### src/rtl/sn_net_ctrlr_mc_if.sv
// sn_net_ctrlr_mc_if -- control and channel handshake bundle for the network controller.
//
// Signals:
//   io_nc_start       software start pulse
//   io_nc_abort       software abort request
//   io_nc_max_per     number of execution periods to run (PW bits)
//   io_nc_warmup_cnt  number of warmup evaluations before period 1 (WW bits)
//   io_nc_ch_en       per-channel transmit enable
//   io_nc_final_tx    run a transmit phase after the final evaluation
//   api_nc_done       per-channel transmit-complete from the API channels
//   nc_reset          neuron reset, asserted in the cycle a start is accepted
//   nc_warmup         high during warmup evaluations
//   nc_evaluate       neuron evaluate strobe
//   nc_transmit       per-channel transmit request
//   nc_io_cur_per     current period number
//   nc_io_busy        execution in progress
//   nc_io_done        idle and ready
//   nc_io_aborted     last execution ended by abort
//
// Modports: master = software/API side, slave = controller.
`timescale 1ns / 1ps

interface sn_net_ctrlr_mc_if #(
    parameter int unsigned P_MAX_NUM_PERIODS = 100,
    parameter int unsigned P_MAX_WARMUP      = 255,
    parameter int unsigned P_NUM_CH          = 4
);
    localparam int unsigned PW = $clog2(P_MAX_NUM_PERIODS + 1);
    localparam int unsigned WW = $clog2(P_MAX_WARMUP + 1);

    logic                io_nc_start;
    logic                io_nc_abort;
    logic [PW-1:0]       io_nc_max_per;
    logic [WW-1:0]       io_nc_warmup_cnt;
    logic [P_NUM_CH-1:0] io_nc_ch_en;
    logic                io_nc_final_tx;
    logic [P_NUM_CH-1:0] api_nc_done;

    logic                nc_reset;
    logic                nc_warmup;
    logic                nc_evaluate;
    logic [P_NUM_CH-1:0] nc_transmit;
    logic [PW-1:0]       nc_io_cur_per;
    logic                nc_io_busy;
    logic                nc_io_done;
    logic                nc_io_aborted;

    modport master (
        output io_nc_start,
        output io_nc_abort,
        output io_nc_max_per,
        output io_nc_warmup_cnt,
        output io_nc_ch_en,
        output io_nc_final_tx,
        output api_nc_done,
        input  nc_reset,
        input  nc_warmup,
        input  nc_evaluate,
        input  nc_transmit,
        input  nc_io_cur_per,
        input  nc_io_busy,
        input  nc_io_done,
        input  nc_io_aborted
    );

    modport slave (
        input  io_nc_start,
        input  io_nc_abort,
        input  io_nc_max_per,
        input  io_nc_warmup_cnt,
        input  io_nc_ch_en,
        input  io_nc_final_tx,
        input  api_nc_done,
        output nc_reset,
        output nc_warmup,
        output nc_evaluate,
        output nc_transmit,
        output nc_io_cur_per,
        output nc_io_busy,
        output nc_io_done,
        output nc_io_aborted
    );
endinterface

### src/rtl/sn_net_ctrlr_mc.sv
// sn_net_ctrlr_mc -- execution sequencer for a spiking-neuron network.
//
// A software start launches an optional warmup (one evaluate per cycle), then
// a number of periods, each an evaluate cycle followed by a transmit phase in
// which every enabled API channel is asked to send until it reports done.
// The transmit phase after the final evaluation is optional. Abort returns to
// idle from any active state and is flagged until the next accepted start.
//
// Ports:
//   clk    single clock, all state changes on its rising edge
//   rst_n  asynchronous active-low reset
//   bus    sn_net_ctrlr_mc_if.slave, control inputs / strobes / status
//
// Parameters must match those of the connected interface instance.
`timescale 1ns / 1ps

module sn_net_ctrlr_mc #(
    parameter int unsigned P_MAX_NUM_PERIODS = 100,
    parameter int unsigned P_MAX_WARMUP      = 255,
    parameter int unsigned P_NUM_CH          = 4
) (
    input logic              clk,
    input logic              rst_n,
    sn_net_ctrlr_mc_if.slave bus
);

    localparam int unsigned PW = $clog2(P_MAX_NUM_PERIODS + 1);
    localparam int unsigned WW = $clog2(P_MAX_WARMUP + 1);

    localparam logic [PW-1:0] MaxPer = PW'(P_MAX_NUM_PERIODS);
    localparam logic [PW-1:0] PerOne = PW'(1);
    localparam logic [WW-1:0] WuOne  = WW'(1);

    typedef enum logic [1:0] {
        StIdle,
        StWarmup,
        StEval,
        StTrans
    } state_e;

    state_e state_q, state_d;

    logic [PW-1:0]       cur_per_q, cur_per_d;
    logic [WW-1:0]       wu_cnt_q, wu_cnt_d;
    logic [P_NUM_CH-1:0] sent_q, sent_d;

    // Shadow copies of the run configuration, frozen at start acceptance.
    logic [PW-1:0]       max_per_q, max_per_d;
    logic [P_NUM_CH-1:0] ch_en_q, ch_en_d;
    logic                final_tx_q, final_tx_d;

    logic                aborted_q, aborted_d;

    logic                start_ok;
    logic                abort_hit;
    logic                last_per;
    logic [PW-1:0]       max_per_sat;
    logic [P_NUM_CH-1:0] done_en;
    logic                tx_all_sat;

    // ------------------------------------------------------------------
    // Decode helpers
    // ------------------------------------------------------------------
    assign start_ok    = (state_q == StIdle) && bus.io_nc_start && (bus.io_nc_max_per != '0);
    assign abort_hit   = (state_q != StIdle) && bus.io_nc_abort;
    assign last_per    = (cur_per_q == max_per_q);
    assign max_per_sat = (bus.io_nc_max_per > MaxPer) ? MaxPer : bus.io_nc_max_per;

    // Done pulses only count for enabled channels; a channel already marked
    // sent is satisfied regardless of what it reports now.
    assign done_en     = bus.api_nc_done & ch_en_q;
    assign tx_all_sat  = ((sent_q | done_en) & ch_en_q) == ch_en_q;

    // ------------------------------------------------------------------
    // Next-state logic
    // ------------------------------------------------------------------
    always_comb begin
        state_d    = state_q;
        cur_per_d  = cur_per_q;
        wu_cnt_d   = wu_cnt_q;
        sent_d     = sent_q;
        max_per_d  = max_per_q;
        ch_en_d    = ch_en_q;
        final_tx_d = final_tx_q;
        aborted_d  = aborted_q;

        if (abort_hit) begin
            // Abort wins over every other transition; cur_per is kept so
            // software can see how far the run got.
            state_d   = StIdle;
            aborted_d = 1'b1;
            wu_cnt_d  = '0;
            sent_d    = '0;
        end else begin
            unique case (state_q)
                StIdle: begin
                    if (start_ok) begin
                        max_per_d  = max_per_sat;
                        ch_en_d    = bus.io_nc_ch_en;
                        final_tx_d = bus.io_nc_final_tx;
                        aborted_d  = 1'b0;
                        sent_d     = '0;
                        if (bus.io_nc_warmup_cnt == '0) begin
                            state_d   = StEval;
                            cur_per_d = PerOne;
                            wu_cnt_d  = '0;
                        end else begin
                            state_d   = StWarmup;
                            cur_per_d = '0;
                            wu_cnt_d  = bus.io_nc_warmup_cnt;
                        end
                    end
                end

                StWarmup: begin
                    wu_cnt_d = wu_cnt_q - 1'b1;
                    if (wu_cnt_q == WuOne) begin
                        state_d   = StEval;
                        cur_per_d = PerOne;
                    end
                end

                StEval: begin
                    if (last_per && !final_tx_q) begin
                        state_d = StIdle;
                    end else begin
                        state_d = StTrans;
                    end
                end

                StTrans: begin
                    if (tx_all_sat) begin
                        sent_d = '0;
                        if (last_per) begin
                            state_d = StIdle;
                        end else begin
                            state_d   = StEval;
                            cur_per_d = cur_per_q + 1'b1;
                        end
                    end else begin
                        sent_d = sent_q | done_en;
                    end
                end

                default: begin
                    state_d = StIdle;
                end
            endcase
        end
    end

    // ------------------------------------------------------------------
    // State registers
    // ------------------------------------------------------------------
    always_ff @(posedge clk or negedge rst_n) begin
        if (!rst_n) begin
            state_q    <= StIdle;
            cur_per_q  <= '0;
            wu_cnt_q   <= '0;
            sent_q     <= '0;
            max_per_q  <= '0;
            ch_en_q    <= '0;
            final_tx_q <= 1'b0;
            aborted_q  <= 1'b0;
        end else begin
            state_q    <= state_d;
            cur_per_q  <= cur_per_d;
            wu_cnt_q   <= wu_cnt_d;
            sent_q     <= sent_d;
            max_per_q  <= max_per_d;
            ch_en_q    <= ch_en_d;
            final_tx_q <= final_tx_d;
            aborted_q  <= aborted_d;
        end
    end

    // ------------------------------------------------------------------
    // Outputs: strobes decode straight from the state register so an
    // asynchronous reset removes them without waiting for a clock.
    // ------------------------------------------------------------------
    assign bus.nc_reset      = start_ok;
    assign bus.nc_warmup     = (state_q == StWarmup);
    assign bus.nc_evaluate   = (state_q == StWarmup) || (state_q == StEval);
    assign bus.nc_transmit   = (state_q == StTrans) ? (ch_en_q & ~sent_q) : '0;
    assign bus.nc_io_cur_per = cur_per_q;
    assign bus.nc_io_busy    = (state_q != StIdle);
    assign bus.nc_io_done    = (state_q == StIdle);
    assign bus.nc_io_aborted = aborted_q;

endmodule

### src/flat_wrapper.sv
// flat-port wrapper written by rule: the top's interface ports become plain ports
module sn_net_ctrlr_mc_flat 
#(
    parameter int unsigned P_MAX_NUM_PERIODS = 100,
    parameter int unsigned P_MAX_WARMUP      = 255,
    parameter int unsigned P_NUM_CH          = 4
)
  (clk, rst_n, bus_io_nc_start, bus_io_nc_abort, bus_io_nc_max_per, bus_io_nc_warmup_cnt, bus_io_nc_ch_en, bus_io_nc_final_tx, bus_api_nc_done, bus_nc_reset, bus_nc_warmup, bus_nc_evaluate, bus_nc_transmit, bus_nc_io_cur_per, bus_nc_io_busy, bus_nc_io_done, bus_nc_io_aborted);
  sn_net_ctrlr_mc_if #(.P_MAX_NUM_PERIODS(P_MAX_NUM_PERIODS), .P_MAX_WARMUP(P_MAX_WARMUP), .P_NUM_CH(P_NUM_CH)) bus_i ();
  input logic clk;
  input logic rst_n;
  input wire logic [$bits(bus_i.io_nc_start)-1:0] bus_io_nc_start;
  input wire logic [$bits(bus_i.io_nc_abort)-1:0] bus_io_nc_abort;
  input wire logic [$bits(bus_i.io_nc_max_per)-1:0] bus_io_nc_max_per;
  input wire logic [$bits(bus_i.io_nc_warmup_cnt)-1:0] bus_io_nc_warmup_cnt;
  input wire logic [$bits(bus_i.io_nc_ch_en)-1:0] bus_io_nc_ch_en;
  input wire logic [$bits(bus_i.io_nc_final_tx)-1:0] bus_io_nc_final_tx;
  input wire logic [$bits(bus_i.api_nc_done)-1:0] bus_api_nc_done;
  output wire logic [$bits(bus_i.nc_reset)-1:0] bus_nc_reset;
  output wire logic [$bits(bus_i.nc_warmup)-1:0] bus_nc_warmup;
  output wire logic [$bits(bus_i.nc_evaluate)-1:0] bus_nc_evaluate;
  output wire logic [$bits(bus_i.nc_transmit)-1:0] bus_nc_transmit;
  output wire logic [$bits(bus_i.nc_io_cur_per)-1:0] bus_nc_io_cur_per;
  output wire logic [$bits(bus_i.nc_io_busy)-1:0] bus_nc_io_busy;
  output wire logic [$bits(bus_i.nc_io_done)-1:0] bus_nc_io_done;
  output wire logic [$bits(bus_i.nc_io_aborted)-1:0] bus_nc_io_aborted;
  assign bus_i.io_nc_start = bus_io_nc_start;
  assign bus_i.io_nc_abort = bus_io_nc_abort;
  assign bus_i.io_nc_max_per = bus_io_nc_max_per;
  assign bus_i.io_nc_warmup_cnt = bus_io_nc_warmup_cnt;
  assign bus_i.io_nc_ch_en = bus_io_nc_ch_en;
  assign bus_i.io_nc_final_tx = bus_io_nc_final_tx;
  assign bus_i.api_nc_done = bus_api_nc_done;
  assign bus_nc_reset = bus_i.nc_reset;
  assign bus_nc_warmup = bus_i.nc_warmup;
  assign bus_nc_evaluate = bus_i.nc_evaluate;
  assign bus_nc_transmit = bus_i.nc_transmit;
  assign bus_nc_io_cur_per = bus_i.nc_io_cur_per;
  assign bus_nc_io_busy = bus_i.nc_io_busy;
  assign bus_nc_io_done = bus_i.nc_io_done;
  assign bus_nc_io_aborted = bus_i.nc_io_aborted;
  sn_net_ctrlr_mc #(.P_MAX_NUM_PERIODS(P_MAX_NUM_PERIODS), .P_MAX_WARMUP(P_MAX_WARMUP), .P_NUM_CH(P_NUM_CH)) u_core (.clk(clk), .rst_n(rst_n), .bus(bus_i));
endmodule
### config.mk
export PLATFORM = sky130hd
export DESIGN_NAME = sn_net_ctrlr_mc_flat
export DESIGN_NICKNAME = d
export VERILOG_FILES = /design/src/rtl/sn_net_ctrlr_mc_if.sv /design/src/rtl/sn_net_ctrlr_mc.sv /design/src/flat_wrapper.sv
export SDC_FILE = /design/constraint.sdc
export NUM_CORES = 1
export LEC_CHECK = 0
export CORE_MARGIN = 2
export CORE_UTILIZATION = 55
export DETAILED_ROUTE_END_ITERATION = 10
export GPL_ROUTABILITY_DRIVEN = 0
export MAX_ROUTING_LAYER = met4
export PLACE_DENSITY_LB_ADDON = 0.25
export SLEW_MARGIN = 5
export SYNTH_ARGS = -nofsm -noshare
export SYNTH_HDL_FRONTEND = slang
export SYNTH_SLANG_ARGS = --single-unit
### constraint.sdc
create_clock -name clk -period 4.9 [get_ports clk]
set_clock_uncertainty 0.2 [all_clocks]
set_input_delay 0.98 -clock clk [delete_from_list [all_inputs] [get_ports clk]]
set_output_delay 0.98 -clock clk [all_outputs]
set_load 0.005 [all_outputs]
==> run summary <==
Root Driver - clkbuf_8
Top Ports - 45
share of post-route cells with drive strength above 1 - 5.80%
CP Launch Type - primary input
Core Util, Final - 73.0%
synth-to-layout area growth - 25.9%
area leader, netlist - dfrtp_1
Post-CTS Resized - 0
CP max stage cell - clkdlybuf4s50_1
hold depth - 2
number of distinct library cells after synthesis - 47
placement row count - 22
Max transition margin - 26.1%
post-synthesis mux area share - 1.86%
Final nets - 328
crit path DAT - 2620 ps
first-pass GRT wire length - 8660 µm
Placed Area - 2620 µm²
CP peak stage delay - 500 ps
Slew Limit Fails - 0
Crit. End Element - output pin
worst vdd ir - 0.000420 V
Synth Instances - 247
CTS tree - built
post-synthesis xor/xnor area fraction - 2.85%
syn_area_per_cell - 8.72 µm²
CP Data Required Time - 3720 ps
Max Clock Freq - 263 MHz
die area - 4430 µm²
initial antenna violation count - 0
fillcell total - 325
maxcap violations - 0
critical hold path startpoint - u_core.max_per_q[0]
Leak - 1.15 nW
Power Internal - 0.000851 W
Worst Setup Path Type - in -> out
Mapped Area - 2150 µm²
Worst Reg-to-Reg Cells - 7
grt total ovfl - 0
critical path cell sequence - clkdlybuf4s50_1 -> nor4_2 -> a31oi_1 -> clkdlybuf4s50_1
Core Region - 3720 µm²
Final period util - 77.5%
most frequent cell after synthesis - nand2_1
Top cell by count, worst path - clkdlybuf4s50_1
combinational family with the most area after synthesis - simple AND/OR/NAND/NOR gates
Total Power - 0.00152 W
top_reg_cell synth - dfrtp_1
post-DR wirelength/cell - 14.9 µm
flop2flop setup slack - 2130 ps
H-Tree Depth - 2
clk sink count - 34
EDFF count, synth - 0
Synth Area in Compound Gates - 19.2%
YS warnings - 0
Worst Hold Class - reg -> reg
Max Fanout on Critical Path - 5
Port Buffers - 44
# hold bufs at CTS - 0
vias post-DR - 2017
DR iter-0 viols - 180
Post-Synth Simple-Gate Area - 28.5%
overall routing resource usage - 26.1%
final worst slack - 1100 ps
Sequential Power Share - 33.8%
design area - 2710 µm²
Synth Net Count - 283
Post-synth top cells - nand2_1 (44), dfrtp_1 (34), nor2_1 (17)
number of global-route vias before repair - 1918
Initial Utilization - 57.9%
worst-margin pin slew - 1100 ps
placed wire-length estimate - 3800 µm
Inserted Clock Buffers - 5
r2r endpoint - u_core.wu_cnt_q[6]
Die W - 66.6 µm
Setup Buffers After CTS - 0
Period minus WS final - 3800 ps
Comb power frac - 52.1%
DRC Markers - 0
number of diodes - 0
Vias/cell - 5.91
DR pass1 iterations - 4
Seq/Total Area, Yosys - 39.5%
final setup fails - 0
worst hold path endpoint - u_core.max_per_q[0]
adder-cell share of the synthesized area - 4.65%
pre-CTS setup slack - 1130 ps
Cell Pwr Density - 559 nW/µm²
Fin Setup TNS - 0 ps
Seq. cell area - 851 µm²
ranking of synthesized cells by area - dfrtp_1 (40%), nand2_1 (7.7%), ha_1 (4.6%), o21ai_0 (3.7%), nor2_1 (3.0%)
Die Y - 66.6 µm
Total Wirelength - 5080 µm
clk buf depth - 2
switch share - 43.9%
antenna-violating nets left - 0
clk_lat worst skew - 280 ps
FF-to-FF Start - u_core.state_q[0]
unrepaired setup endpoints after global routing - false
clock-pin slew on the worst setup and hold paths - 70 ps
final hold vios - 0
Yosys reg bits - 34
area of the multi-input gates - 1230 µm²
status - completed
ys async rst share - 100%
largest net degree at the start of global routing - 35
Switch Pwr - 0.000665 W
Synth top area share - 39.5%
Clk pwr share - 14.1%
how the worst max path moves through the flow:
| stage | slack (ps) | endpoint | from | cells after the start |
|---|---|---|---|---|
| 6_report | 1100 | bus_nc_reset | bus_io_nc_max_per[4] | 4 |
| 5_1_grt | 1030 | bus_nc_reset | bus_io_nc_max_per[4] | 4 |
| 4_1_cts | 1120 | bus_nc_reset | bus_io_nc_max_per[4] | 4 |
| 3_5_place_dp | 1130 | bus_nc_reset | bus_io_nc_max_per[4] | 4 |
| 3_3_place_gp | 1180 | bus_nc_reset | bus_io_nc_max_per[4] | 4 |
| 2_1_floorplan | 2180 | bus_nc_reset | bus_io_nc_max_per[4] | 2 |
per-stage QoR:
step                      instances  hold WS, ps
final                           341          294
after global routing            341          326
after CTS                       341          297
after detailed placement        333          283
after global placement          333          275
after floorplan                 247          260
power groups by stage:
stage | Sequential (W) | Combinational, W | Clock (W)
6_report | 0.000513 | 0.000790 | 0.000213
5_1_grt | 0.000528 | 0.000888 | 0.000231
4_1_cts | 0.000511 | 0.000786 | 0.000217
3_5_place_dp | 0.000515 | 0.000777 | 0
3_3_place_gp | 0.000507 | 0.000758 | 0
2_1_floorplan | 0.000482 | 0.000566 | 0
worst max-delay path, delay by kind of cell:
family          cells  cell delay, ps
buf+inv             2             950
compound gates      1             250
simple gates        1             430
registers in the layout, indices dropped and copies added (netlist names):
signal and cells:
u_core.bus.nc_io_aborted 1, u_core.bus.nc_io_cur_per 7, u_core.ch_en_q 4, u_core.final_tx_q 1
u_core.max_per_q 7, u_core.sent_q 4, u_core.state_q 2, u_core.wu_cnt_q 8
logic make-up (layout without fill, tap and decap cells):
logic type	count (synthesis)	count (layout)
flip-flops	34	34
buffers and inverters	16	62
XOR/XNOR	7	7
AND/OR/NAND/NOR	116	116
adder cells (fa/ha/maj)	8	8
multiplexers	4	4
AO/OA/AOI/OAI	62	62
cell usage in the layout, fill, tap and decap left out, drive strengths merged, types with 3 or more instances in the layout:
cell and instances:
a21o 3, a21oi 9, a31oi 8, and3b 4, clkbuf 7, clkdlybuf4s50 44
dfrtp 34, ha 8, inv 9, mux2i 4, nand2 44, nand2b 5
nand3 10, nand4 4, nor2 17, nor2b 4, nor3 6, nor3b 7
nor4 7, o211ai 3, o21ai 23, o31ai 3, xnor2 7
layout make-up:
class	instances	share of cell area, %
inverter	9	1.25
clock inverter	1	0.185
multi-input combinational	197	45.3
clock buffer	7	3.18
timing repair buffer	45	16.5
sequential	34	31.4
tap	48	2.22
layer usage:
metal	part of all wire, %	track usage [%]	vias to the layer above
li1	-	-	993
met1	47	34.4	961
met2	47	42.4	59
met3	4.5	4.73	4
met4	0.75	5.61	0
met5	0	-	-
No activity file was read; power rests on OpenSTA's default activity.
